$ cat src/rtl/fifo_arb_pkg.sv
// Shared state encoding and width helper for the FIFO write-port arbiter.
package fifo_arb_pkg;

    typedef enum logic {
        ARB  = 1'b0,
        LOCK = 1'b1
    } arb_state_e;

    // Bits needed to index value distinct items; never less than one.
    function automatic int unsigned clog2(input int unsigned value);
        int unsigned width;
        width = 1;
        while ((32'd1 << width) < value) begin
            width = width + 1;
        end
        return width;
    endfunction

endpackage

$ cat src/rtl/fifo_wr_arbiter_rr_pick.sv
// Combinational round-robin pick: first set bit of valid at or after start, wrapping.
module rr_pick
    import fifo_arb_pkg::*;
#(
    parameter int unsigned NREQ = 4,
    localparam int unsigned IW  = clog2(NREQ)
) (
    input  logic [NREQ-1:0] valid,
    input  logic [IW-1:0]   start,
    output logic [NREQ-1:0] onehot,
    output logic [IW-1:0]   idx,
    output logic            any
);

    logic [IW:0] pos;

    always_comb begin
        onehot = '0;
        idx    = '0;
        any    = 1'b0;
        pos    = '0;
        for (int unsigned k = 0; k < NREQ; k++) begin
            // Explicit modulo wrap so non-power-of-two NREQ works.
            pos = {1'b0, start} + (IW + 1)'(k);
            if (pos >= (IW + 1)'(NREQ)) begin
                pos = pos - (IW + 1)'(NREQ);
            end
            if (!any && valid[pos[IW-1:0]]) begin
                any                 = 1'b1;
                idx                 = pos[IW-1:0];
                onehot[pos[IW-1:0]] = 1'b1;
            end
        end
    end

endmodule

$ cat src/rtl/fifo_wr_arbiter.sv
// Round-robin arbiter feeding the LED-frame FIFO write port through a one-entry output stage.
// Packet locking is compiled in with FIFO_ARB_PKT_LOCK_EN.
module fifo_wr_arbiter
    import fifo_arb_pkg::*;
#(
    parameter int unsigned NREQ      = 4,
    parameter int unsigned DSIZE     = 32,
    parameter int unsigned MAX_BURST = 16
) (
    input  logic                    clk,
    input  logic                    rst_n,
    input  logic                    clear_n,
    input  logic [NREQ*DSIZE-1:0]   req_data,
    input  logic [NREQ-1:0]         req_valid,
    input  logic [NREQ-1:0]         req_last,
    output logic [NREQ-1:0]         req_ready,
    output logic [DSIZE-1:0]        fifo_wr_data,
    output logic                    fifo_wr_valid,
    input  logic                    fifo_wr_ready,
    output logic [clog2(NREQ)-1:0]  grant_id
);

    localparam int unsigned IW = clog2(NREQ);

    logic              out_valid;
    logic [DSIZE-1:0]  out_data;
    logic [IW-1:0]     last_grant;

    logic [NREQ-1:0]   pick_mask;
    logic [IW-1:0]     start_idx;
    logic [NREQ-1:0]   win_onehot;
    logic [IW-1:0]     win_idx;
    logic              win_any;
    logic [DSIZE-1:0]  win_data;
    logic              can_load;
    logic              accept;

`ifdef FIFO_ARB_PKT_LOCK_EN
    localparam int unsigned BCW = clog2(MAX_BURST + 1);

    arb_state_e        state;
    logic [BCW-1:0]    beat_cnt;
    logic [BCW-1:0]    cnt_next;
    logic              win_last;

    // While locked only the held requester is visible to the picker.
    assign pick_mask = (state == LOCK) ? (req_valid & (NREQ'(1) << last_grant)) : req_valid;
    assign win_last  = |(req_last & win_onehot);
    assign cnt_next  = (beat_cnt == BCW'(MAX_BURST)) ? beat_cnt : beat_cnt + BCW'(1);
`else
    logic              unused_last;

    assign pick_mask   = req_valid;
    assign unused_last = ^{req_last, (MAX_BURST > 32'd0)};
`endif

    assign start_idx = (last_grant == IW'(NREQ - 1)) ? '0 : last_grant + IW'(1);

    rr_pick #(
        .NREQ   (NREQ)
    ) u_pick (
        .valid  (pick_mask),
        .start  (start_idx),
        .onehot (win_onehot),
        .idx    (win_idx),
        .any    (win_any)
    );

    // Winner data mux driven by the one-hot grant.
    always_comb begin
        win_data = '0;
        for (int unsigned i = 0; i < NREQ; i++) begin
            if (win_onehot[i]) begin
                win_data = req_data[i*DSIZE +: DSIZE];
            end
        end
    end

    assign can_load  = !out_valid || fifo_wr_ready;
    assign accept    = win_any && can_load && clear_n && rst_n;
    assign req_ready = accept ? win_onehot : '0;

    assign fifo_wr_valid = out_valid;
    assign fifo_wr_data  = out_data;
    assign grant_id      = last_grant;

    // Output stage, grant pointer and packet-lock state.
    always_ff @(posedge clk) begin
        if (!rst_n) begin
            out_valid  <= 1'b0;
            out_data   <= '0;
            last_grant <= IW'(NREQ - 1);
`ifdef FIFO_ARB_PKT_LOCK_EN
            state      <= ARB;
            beat_cnt   <= '0;
`endif
        end else if (!clear_n) begin
            out_valid  <= 1'b0;
`ifdef FIFO_ARB_PKT_LOCK_EN
            state      <= ARB;
            beat_cnt   <= '0;
`endif
        end else begin
            if (accept) begin
                out_valid  <= 1'b1;
                out_data   <= win_data;
                last_grant <= win_idx;
            end else if (fifo_wr_ready) begin
                out_valid  <= 1'b0;
            end
`ifdef FIFO_ARB_PKT_LOCK_EN
            if (accept) begin
                case (state)
                    ARB: begin
                        if (!win_last && (MAX_BURST > 32'd1)) begin
                            state    <= LOCK;
                            beat_cnt <= BCW'(1);
                        end
                    end
                    LOCK: begin
                        // Leave on end of packet or when the burst budget is spent.
                        if (win_last || (cnt_next == BCW'(MAX_BURST))) begin
                            state    <= ARB;
                            beat_cnt <= '0;
                        end else begin
                            beat_cnt <= cnt_next;
                        end
                    end
                    default: begin
                        state    <= ARB;
                        beat_cnt <= '0;
                    end
                endcase
            end
`endif
        end
    end

endmodule

$ cat config.mk
export PLATFORM = sky130hd
export DESIGN_NAME = fifo_wr_arbiter
export DESIGN_NICKNAME = d
export VERILOG_FILES = /design/src/rtl/fifo_arb_pkg.sv /design/src/rtl/fifo_wr_arbiter_rr_pick.sv /design/src/rtl/fifo_wr_arbiter.sv
export SDC_FILE = /design/constraint.sdc
export NUM_CORES = 1
export LEC_CHECK = 0
export ABC_AREA = 1
export CAP_MARGIN = 20
export CORE_MARGIN = 4
export CORE_UTILIZATION = 43
export CTS_CLUSTER_DIAMETER = 100
export DETAILED_ROUTE_END_ITERATION = 10
export PLACE_DENSITY = 0.88
export SKIP_LAST_GASP = 1
export SLEW_MARGIN = 25
export SYNTH_ARGS = -nofsm -noshare
export SYNTH_HDL_FRONTEND = slang
export SYNTH_HIERARCHICAL = 1
export SYNTH_SLANG_ARGS = --single-unit
$ cat constraint.sdc
create_clock -name clk -period 5.4 [get_ports clk]
set_input_delay 0.54 -clock clk [delete_from_list [all_inputs] [get_ports clk]]
set_output_delay 0.54 -clock clk [all_outputs]
set_load 0.02 [all_outputs]
==> results.json, run 1 <==
{
  "status": "finished clean",
  "fin_tns_setup_ns": 0,
  "cts_tree": "built",
  "reg2reg_from": "grant_id[0]",
  "min_period_ns": 4.73,
  "cp_top_family": "simple AND/OR/NAND/NOR gates",
  "min_to": "grant_id[1]",
  "ys.warnings.count": 6,
  "holdBufCountCts": 0,
  "timing.fmax_mhz": 212,
  "power_density_mw_per_mm2": 277,
  "synthAdderAreaFrac": 0.0234,
  "syn_avg_cell_area_um2": 6.02,
  "final_hold_viol_count": 0,
  "root_buffer": "clkbuf_8",
  "wl_per_cell_um": 14.7,
  "num_io_pins": 179,
  "dp_cells": 779,
  "synth_area_mm2": 0.00320,
  "grt_pass1_vias": 3946,
  "die_h_um": 94.3,
  "fin_nets": 833,
  "rsz0062_at_grt": "no",
  "drive_gt1_frac": 0.109,
  "ys_ff_latch": 35,
  "grt_util_all_layers": 0.253,
  "cpPeakStageDelay_ns": 0.67,
  "synth.mux.area_fraction": 0,
  "yosys.area_share.simple": 0.546,
  "startpoint_type": "flip-flop",
  "drt-total-wl_mm": 11.5,
  "cts_buffer_depth": 2,
  "start_util": 0.441,
  "holdPathStages": 2,
  "place_hpwl_mm": 8.39,
  "numCtsBuffers": 5,
  "synth_top_family_by_area": "simple AND/OR/NAND/NOR gates",
  "htree_levels": 2,
  "grt_max_degree": 48,
  "post-cts-setup-buffers": 0,
  "clock_skew_ns": 0.00537,
  "route.detailed.drc": 0,
  "required_ns": 4.86,
  "worstPathMaxFanout": 40,
  "finalCritPeriodShare": 0.875,
  "end_kind": "primary output",
  "io_buffers": 174,
  "antenna_found_initial": 0,
  "detail-route-antenna-nets": 0,
  "r2r_cells": 17,
  "die_width_um": 94.3,
  "hp-class": "flip-flop to flip-flop",
  "worstSetupPathType": "flip-flop to primary output",
  "first_pass_iters": 4,
  "r2r_end": "fifo_wr_data[16]",
  "max-cap-violations": 0,
  "synthXorXnorAreaFrac": 0,
  "viasPerCell": 5.10,
  "ys_types": 24,
  "finalNonFillerCells": 787,
  "crit_slowest_cell": "clkdlybuf4s50_1",
  "rows": 31,
  "total_power_w": 0.00138,
  "worstHoldStart": "grant_id[1]",
  "area_growth_pct": 55.8,
  "syn_inst": 532,
  "worst_pin_slew_ns": 0.695,
  "relSlewSlack": 0.536,
  "drtIter0Drc": 109,
  "total_leakage_power_nw": 2.25,
  "core_mm2": 0.00725,
  "setup_violations": 0,
  "maxSlewViolCount": 0,
  "crit_cells": 14,
  "cts_resized": 0,
  "insertion_delay_ns": 0.29,
  "critical_path.cell_chain": "ha_1 -> nor2_1 -> inv_2 -> ha_1 -> inv_1 -> nand2_1 -> nand2_2 -> nor2_4 -> nand4_1 -> inv_1 -> nor2_8 -> nand2_4 -> nor2_8 -> clkdlybuf4s50_1",
  "peakVddDrop_mv": 0.136,
  "die-area_mm2": 0.00889,
  "syn-num-nets": 678,
  "worstPathBufferInverterCount": 4,
  "clock-sinks": 35,
  "insertedDiodeCount": 0,
  "ys_seq_area_frac": 0.219,
  "clk_pin_slew_worst_paths_ns": 0.07,
  "routabilityCongestion": 0.871,
  "r2r_setup_slack_ns": 1.52,
  "grt_first_pass_wirelength_mm": 18.0,
  "grt_overflow": 0,
  "num_vias": 4012,
  "synth_compound_area_frac": 0.0868,
  "arrival_ns": 4.19
}
==> flip-flops by register name (all words and copies together), names as in the netlist <==
name           count
grant_id           2
fifo_wr_valid      1
fifo_wr_data      32
==> cell usage after synthesis, drive strengths merged <==
cell type    n  area, um^2
nand3       67         438
nor2        69         315
ha           6        75.1
nand4       24         150
a21boi       4        30.0
a21oi       42         248
nand2      186         738
or2         17         106
buf         24         183
clkinv       2        7.51
clkbuf       9        33.8
dfxtp       35         701
inv         47         176
==> power breakdown <==
part           total, W  internal (W)  switching [W]  leakage, nW
combinational  0.000874      0.000354       0.000520         1.92
sequential     0.000316      0.000296      0.0000198        0.285
clock          0.000193     0.0000907       0.000102       0.0422
total           0.00138      0.000741       0.000641         2.25
==> worst max-delay path by stage <==
stage	start	end	slack, ns
floorplan	grant_id[0]	req_ready[2]	1.88
global placement	grant_id[0]	req_ready[3]	1.13
detailed placement	grant_id[0]	req_ready[3]	1.00
CTS	grant_id[0]	req_ready[3]	0.67
global route	grant_id[0]	req_ready[3]	0.38
finish	grant_id[0]	req_ready[3]	0.67
==> cell type report <==
| cell class | count | area (um^2) |
|---|---|---|
| Multi-Input combinational cell | 415 | 2110 |
| Fill cell | 649 | 2260 |
| Clock inverter | 1 | 5.00 |
| Clock buffer | 7 | 76.3 |
| Timing Repair Buffer | 181 | 1790 |
| Sequential cell | 35 | 701 |
| Inverter | 49 | 184 |
| Tap cell | 99 | 124 |
==> metal layers <==
metal,share of wire,global-route usage,vias to the layer above
met5,0,0,-
met3,0.098,0.0673,25
met2,0.49,0.465,198
met4,0.022,0.0987,0
li1,-,-,1998
met1,0.39,0.272,1791
==> logic make-up after synthesis <==
family	after synthesis
adder cells (fa/ha/maj)	6
AO/OA/AOI/OAI	46
AND/OR/NAND/NOR	363
buffers and inverters	82
flip-flops	35
==> per-stage QoR <==
stage | hold slack, ns | util | area [um^2] | setup WS, ns
after floorplan | 0.570 | - | 3200 | 1.88
after global placement | 0.485 | 0.677 | 4910 | 1.13
after detailed placement | 0.493 | 0.677 | 4910 | 1.00
after CTS | 0.511 | 0.688 | 4990 | 0.669
after global routing | 0.554 | 0.688 | 4990 | 0.383
final | 0.508 | 0.688 | 4990 | 0.675
==> placed cells by master, fill, tap and decap left out <==
cell	Yosys	routed
nor2_1	65	65
nand2_4	3	3
nand2_2	7	7
nor2_4	1	1
a21oi_1	32	32
nand3_2	18	19
dfxtp_1	35	35
clkbuf_8	0	5
nand4_1	24	24
nand3_4	1	1
clkbuf_1	9	2
a21boi_0	4	4
nand2_1	176	176
clkinv_2	0	1
inv_2	1	1
a21oi_2	10	10
clkdlybuf4s50_1	0	174
ha_1	6	6
or2_2	17	17
buf_4	0	7
inv_1	46	46
clkinv_1	2	2
nor2_8	3	3
nand3_1	48	47
==> worst register-to-register path, delay by kind of cell, from the launching register on <==
kind | cells | cell delay (ns)
simple gates | 11 | 2.35
buf+inv | 4 | 0.53
flops | 1 | 0.34
fa+ha+maj | 2 | 0.61
Power figures use the tool's default switching activity.
==> run 2, diff against run 1 <==
==> constraint.sdc (replaced) <==
create_clock -name clk -period 5.4 [get_ports clk]
set_input_delay 0.54 -clock clk [delete_from_list [all_inputs] [get_ports clk]]
set_output_delay 0.54 -clock clk [all_outputs]
set_load 0.05 [all_outputs]
==> results.json, run 2 (same netlist as run 1, synthesis figures left out) <==
{
  "peakVddDrop_mv": 0.154,
  "start_util": 0.441,
  "hp-class": "flip-flop to flip-flop",
  "crit_path_end": "req_ready[3]",
  "fin_area_mm2": 0.00502,
  "finalCoreUtilization": 0.692,
  "num_vias": 3969,
  "maxSlewViolCount": 0,
  "routabilityCongestion": 0.855,
  "max-cap-violations": 0,
  "holdBufCountCts": 0,
  "arrival_ns": 4.32,
  "r2r_cells": 15,
  "p_clk_frac": 0.146,
  "fin_tns_setup_ns": 0,
  "drive_gt1_frac": 0.112,
  "critical_path.startpoint": "grant_id[0]",
  "required_ns": 4.86,
  "worstPathMaxFanout": 19,
  "comb_power_share": 0.642,
  "root_buffer": "clkbuf_8",
  "die_h_um": 94.3,
  "final_cell_mix": "nand2_1, clkdlybuf4s50_1, nor2_1, nand3_1, inv_1",
  "area_growth_pct": 56.7,
  "drt-total-wl_mm": 11.5,
  "worstSetupPathType": "flip-flop to primary output",
  "fin_nets": 834,
  "cts_resized": 0,
  "cts_buffer_depth": 2,
  "place_area_mm2": 0.00492,
  "insertedDiodeCount": 0,
  "route.detailed.drc": 0,
  "grt_pass1_vias": 3895,
  "wl_per_cell_um": 14.6,
  "setup_violations": 0,
  "p_seq_frac": 0.212,
  "rows": 31,
  "insertion_delay_ns": 0.29,
  "die-area_mm2": 0.00889,
  "cts_tree": "built",
  "io_buffers": 174,
  "startpoint_type": "flip-flop",
  "p_int_w": 0.000767,
  "fillerInstances": 647,
  "relSlewSlack": 0.537,
  "grt_first_pass_wirelength_mm": 18.0,
  "die_width_um": 94.3,
  "htree_levels": 2,
  "worst_slack_ns": 0.542,
  "total_leakage_power_nw": 2.26,
  "clk_pin_slew_worst_paths_ns": 0.08,
  "numCtsBuffers": 5,
  "grt_overflow": 0,
  "r2r_setup_slack_ns": 1.64,
  "finalCritPeriodShare": 0.900,
  "viasPerCell": 5.04,
  "drtIter0Drc": 158,
  "min_period_ns": 4.86,
  "timing.fmax_mhz": 206,
  "grt_max_degree": 49,
  "r2r_end": "fifo_wr_data[0]",
  "place_hpwl_mm": 8.45,
  "antenna_found_initial": 0,
  "dp_slack_ns": 0.909,
  "power_density_mw_per_mm2": 298,
  "detail-route-antenna-nets": 0,
  "num_io_pins": 179,
  "switching_share": 0.487,
  "first_pass_iters": 5,
  "reg2reg_from": "grant_id[0]",
  "clock_skew_ns": 0.0104,
  "post-cts-setup-buffers": 0,
  "end_kind": "primary output",
  "grt_util_all_layers": 0.251,
  "mostFrequentLayoutCell": "nand2_1",
  "final_hold_viol_count": 0,
  "worst_pin_slew_ns": 0.693,
  "status": "finished clean",
  "clock-sinks": 35,
  "core_mm2": 0.00725,
  "netSwitchingPower_w": 0.000728,
  "rsz0062_at_grt": "no",
  "largest_reg_flops": 32
}
[run 2: layout make-up]
type / count / area, um^2 / area share
clock buffers: 8 / 100 / 0.0200
repair buffers: 182 / 1800 / 0.359
inverters: 49 / 184 / 0.0367
well taps: 99 / 124 / 0.0247
flip-flops and latches: 35 / 701 / 0.140
multi-input cells: 415 / 2110 / 0.420
[run 2: worst min path at each step]
stage | slack [ns] | endpoint | start | cells past startpoint
after CTS | 0.53 | grant_id[1] | grant_id[1] | 2
final | 0.52 | grant_id[1] | grant_id[1] | 2
after global routing | 0.57 | grant_id[1] | grant_id[1] | 2
after floorplan | 0.70 | fifo_wr_valid | clear_n | 2
after global placement | 0.49 | grant_id[1] | grant_id[1] | 2
after detailed placement | 0.51 | grant_id[1] | grant_id[1] | 2
[run 2: power groups by stage]
stage,Clock (W),Sequential (W),Combinational (W)
2_1_floorplan,0,0.000449,0.000547
3_3_place_gp,0,0.000320,0.000940
3_5_place_dp,0,0.000322,0.000958
4_1_cts,0.000224,0.000317,0.000961
5_1_grt,0.000235,0.000321,0.00106
6_report,0.000218,0.000317,0.000960
[run 2: stage by stage]
step                      instances  power, W  hold slack, ns
after floorplan                 532  0.000996           0.697
after global placement          780   0.00126           0.486
after detailed placement        780   0.00128           0.511
after CTS                       788   0.00150           0.526
after global routing            788   0.00161           0.565
final                           788   0.00149           0.524
[run 2: critical path, cell delays in order, from the launching register on]
cell,delay (ns)
dfxtp_1,0.35
ha_1,0.20
nor2_1,0.46
inv_2,0.22
ha_1,0.43
inv_1,0.10
nand3_1,0.09
nand2_1,0.06
nor2_1,0.32
a21oi_1,0.13
nand3_1,0.11
buf_4,0.27
inv_1,0.15
nor2_8,0.26
clkdlybuf4s50_1,0.86
[run 2: per-layer routing]
layer	GRT usage	vias up	wire length (um)
met5	0	-	0
met4	0.0794	0	221
met3	0.0657	23	1040
met2	0.450	174	5700
met1	0.288	1778	4540
li1	-	1994	-
==> run 3, diff against run 2 <==
- CAP_MARGIN: 20 -> 5
- PLACE_DENSITY: 0.88 -> 0.9
==> results.json, run 3 (same netlist as run 1, synthesis figures left out) <==
{
  "r2r_end": "fifo_wr_data[23]",
  "place_hpwl_mm": 8.54,
  "start_util": 0.441,
  "worstHoldStart": "grant_id[1]",
  "clock-sinks": 35,
  "core_mm2": 0.00725,
  "num_vias": 3986,
  "fin_area_mm2": 0.00499,
  "insertedDiodeCount": 0,
  "grt_max_degree": 48,
  "peakVddDrop_mv": 0.164,
  "final_hold_viol_count": 0,
  "largest_reg_flops": 32,
  "worst_pin_slew_ns": 0.687,
  "cpPeakStageDelay_ns": 0.86,
  "timing.fmax_mhz": 206,
  "grt_util_all_layers": 0.247,
  "finalCritPeriodShare": 0.899,
  "antenna_found_initial": 0,
  "fin_nets": 833,
  "num_io_pins": 179,
  "place_area_mm2": 0.00491,
  "min_to": "grant_id[1]",
  "mostFrequentLayoutCell": "nand2_1",
  "r2r_cells": 15,
  "die_width_um": 94.3,
  "holdBufCountCts": 0,
  "detail-route-antenna-nets": 0,
  "arrival_ns": 4.31,
  "post-cts-setup-buffers": 0,
  "die-area_mm2": 0.00889,
  "cts_resized": 0,
  "max-cap-violations": 0,
  "holdPathStages": 2,
  "setup_violations": 0,
  "htree_levels": 2,
  "status": "finished clean",
  "reg2reg_from": "grant_id[0]",
  "critical_path.cell_chain": "ha_1 -> nor2_1 -> inv_2 -> ha_1 -> inv_1 -> nand2_1 -> nand2_2 -> nor2_4 -> nand4_1 -> inv_1 -> nor2_8 -> nand2_4 -> nor2_8 -> clkdlybuf4s50_1",
  "wl_per_cell_um": 14.7,
  "min_period_ns": 4.85,
  "crit_slowest_cell": "clkdlybuf4s50_1",
  "worstPathMaxFanout": 40,
  "drt-total-wl_mm": 11.5,
  "grt_pass1_vias": 3864,
  "cts_tree": "built",
  "drtIter0Drc": 137,
  "cp_top_family": "simple AND/OR/NAND/NOR gates",
  "end_kind": "primary output",
  "area_growth_pct": 55.8,
  "fin_tns_setup_ns": 0,
  "hp-class": "flip-flop to flip-flop",
  "holdWs_ns": 0.511,
  "root_buffer": "clkbuf_8",
  "io_buffers": 174,
  "first_pass_iters": 4,
  "crit_cells": 14,
  "cts_buffer_depth": 2,
  "worstPathBufferInverterCount": 4,
  "worstSetupPathType": "flip-flop to primary output",
  "total_leakage_power_nw": 2.25,
  "grt_overflow": 0,
  "die_h_um": 94.3,
  "clock_skew_ns": 0.00437,
  "insertion_delay_ns": 0.28,
  "viasPerCell": 5.06,
  "maxSlewViolCount": 0,
  "numCtsBuffers": 5,
  "relSlewSlack": 0.541,
  "r2r_setup_slack_ns": 1.56,
  "final_cell_mix": "nand2_1, clkdlybuf4s50_1, nor2_1, nand3_1, inv_1",
  "route.detailed.drc": 0,
  "rsz0062_at_grt": "no",
  "dp_slack_ns": 0.861,
  "worst_slack_ns": 0.546,
  "power_density_mw_per_mm2": 295,
  "rows": 31,
  "required_ns": 4.86,
  "clk_pin_slew_worst_paths_ns": 0.08,
  "grt_first_pass_wirelength_mm": 17.7,
  "startpoint_type": "flip-flop",
  "drive_gt1_frac": 0.109,
  "routabilityCongestion": 0.840
}
run 3: cell count changes in the layout (fill, tap and decap cells not counted), sizes merged:
cell	previous run	this run
buf	8	7
clkbuf	8	7
clkinv	2	3
run 3: worst max-delay path by stage:
stage | start | to | slack [ns]
floorplan | grant_id[0] | req_ready[2] | 1.35
global placement | grant_id[0] | req_ready[3] | 0.93
detailed placement | grant_id[0] | req_ready[3] | 0.86
CTS | grant_id[0] | req_ready[3] | 0.53
global route | grant_id[0] | req_ready[3] | 0.29
finish | grant_id[0] | req_ready[3] | 0.55
run 3: through the flow:
stage	util	std cells	total power [W]
after CTS	0.688	787	0.00148
final	0.688	787	0.00147
after global routing	0.688	787	0.00158
after floorplan	-	532	0.000996
after global placement	0.677	779	0.00126
after detailed placement	0.677	779	0.00128
run 3: final cells by class:
type,instances,area [um^2]
clock buffer,7,76.3
fill,662,2260
tap,99,124
inverter,49,184
timing repair buffer,181,1790
sequential,35,701
multi-input combinational,415,2110
clock inverter,1,5.00
run 3: worst register-to-register path, delay by kind of cell (launching register included):
| kind | cells | cell delay (ns) |
|---|---|---|
| flip-flops | 1 | 0.34 |
| buffers and inverters | 3 | 0.47 |
| adder cells (fa/ha/maj) | 2 | 0.60 |
| AND/OR/NAND/NOR | 9 | 2.19 |
| AO/OA/AOI/OAI | 1 | 0.16 |
run 3: power breakdown:
group	internal [W]	switching, W	total [W]
logic	0.000354	0.000610	0.000963
clock network	0.0000908	0.0000993	0.000190
registers	0.000296	0.0000212	0.000317
total	0.000740	0.000730	0.00147
run 3: per-layer routing:
metal	routed length, um	GRT usage	part of all wire	up-vias
met3	1010	0.0593	0.088	10
met2	5870	0.466	0.51	156
met5	0	0	0	-
li1	-	-	-	1988
met1	4550	0.280	0.39	1832
met4	95	0.0445	0.0082	0
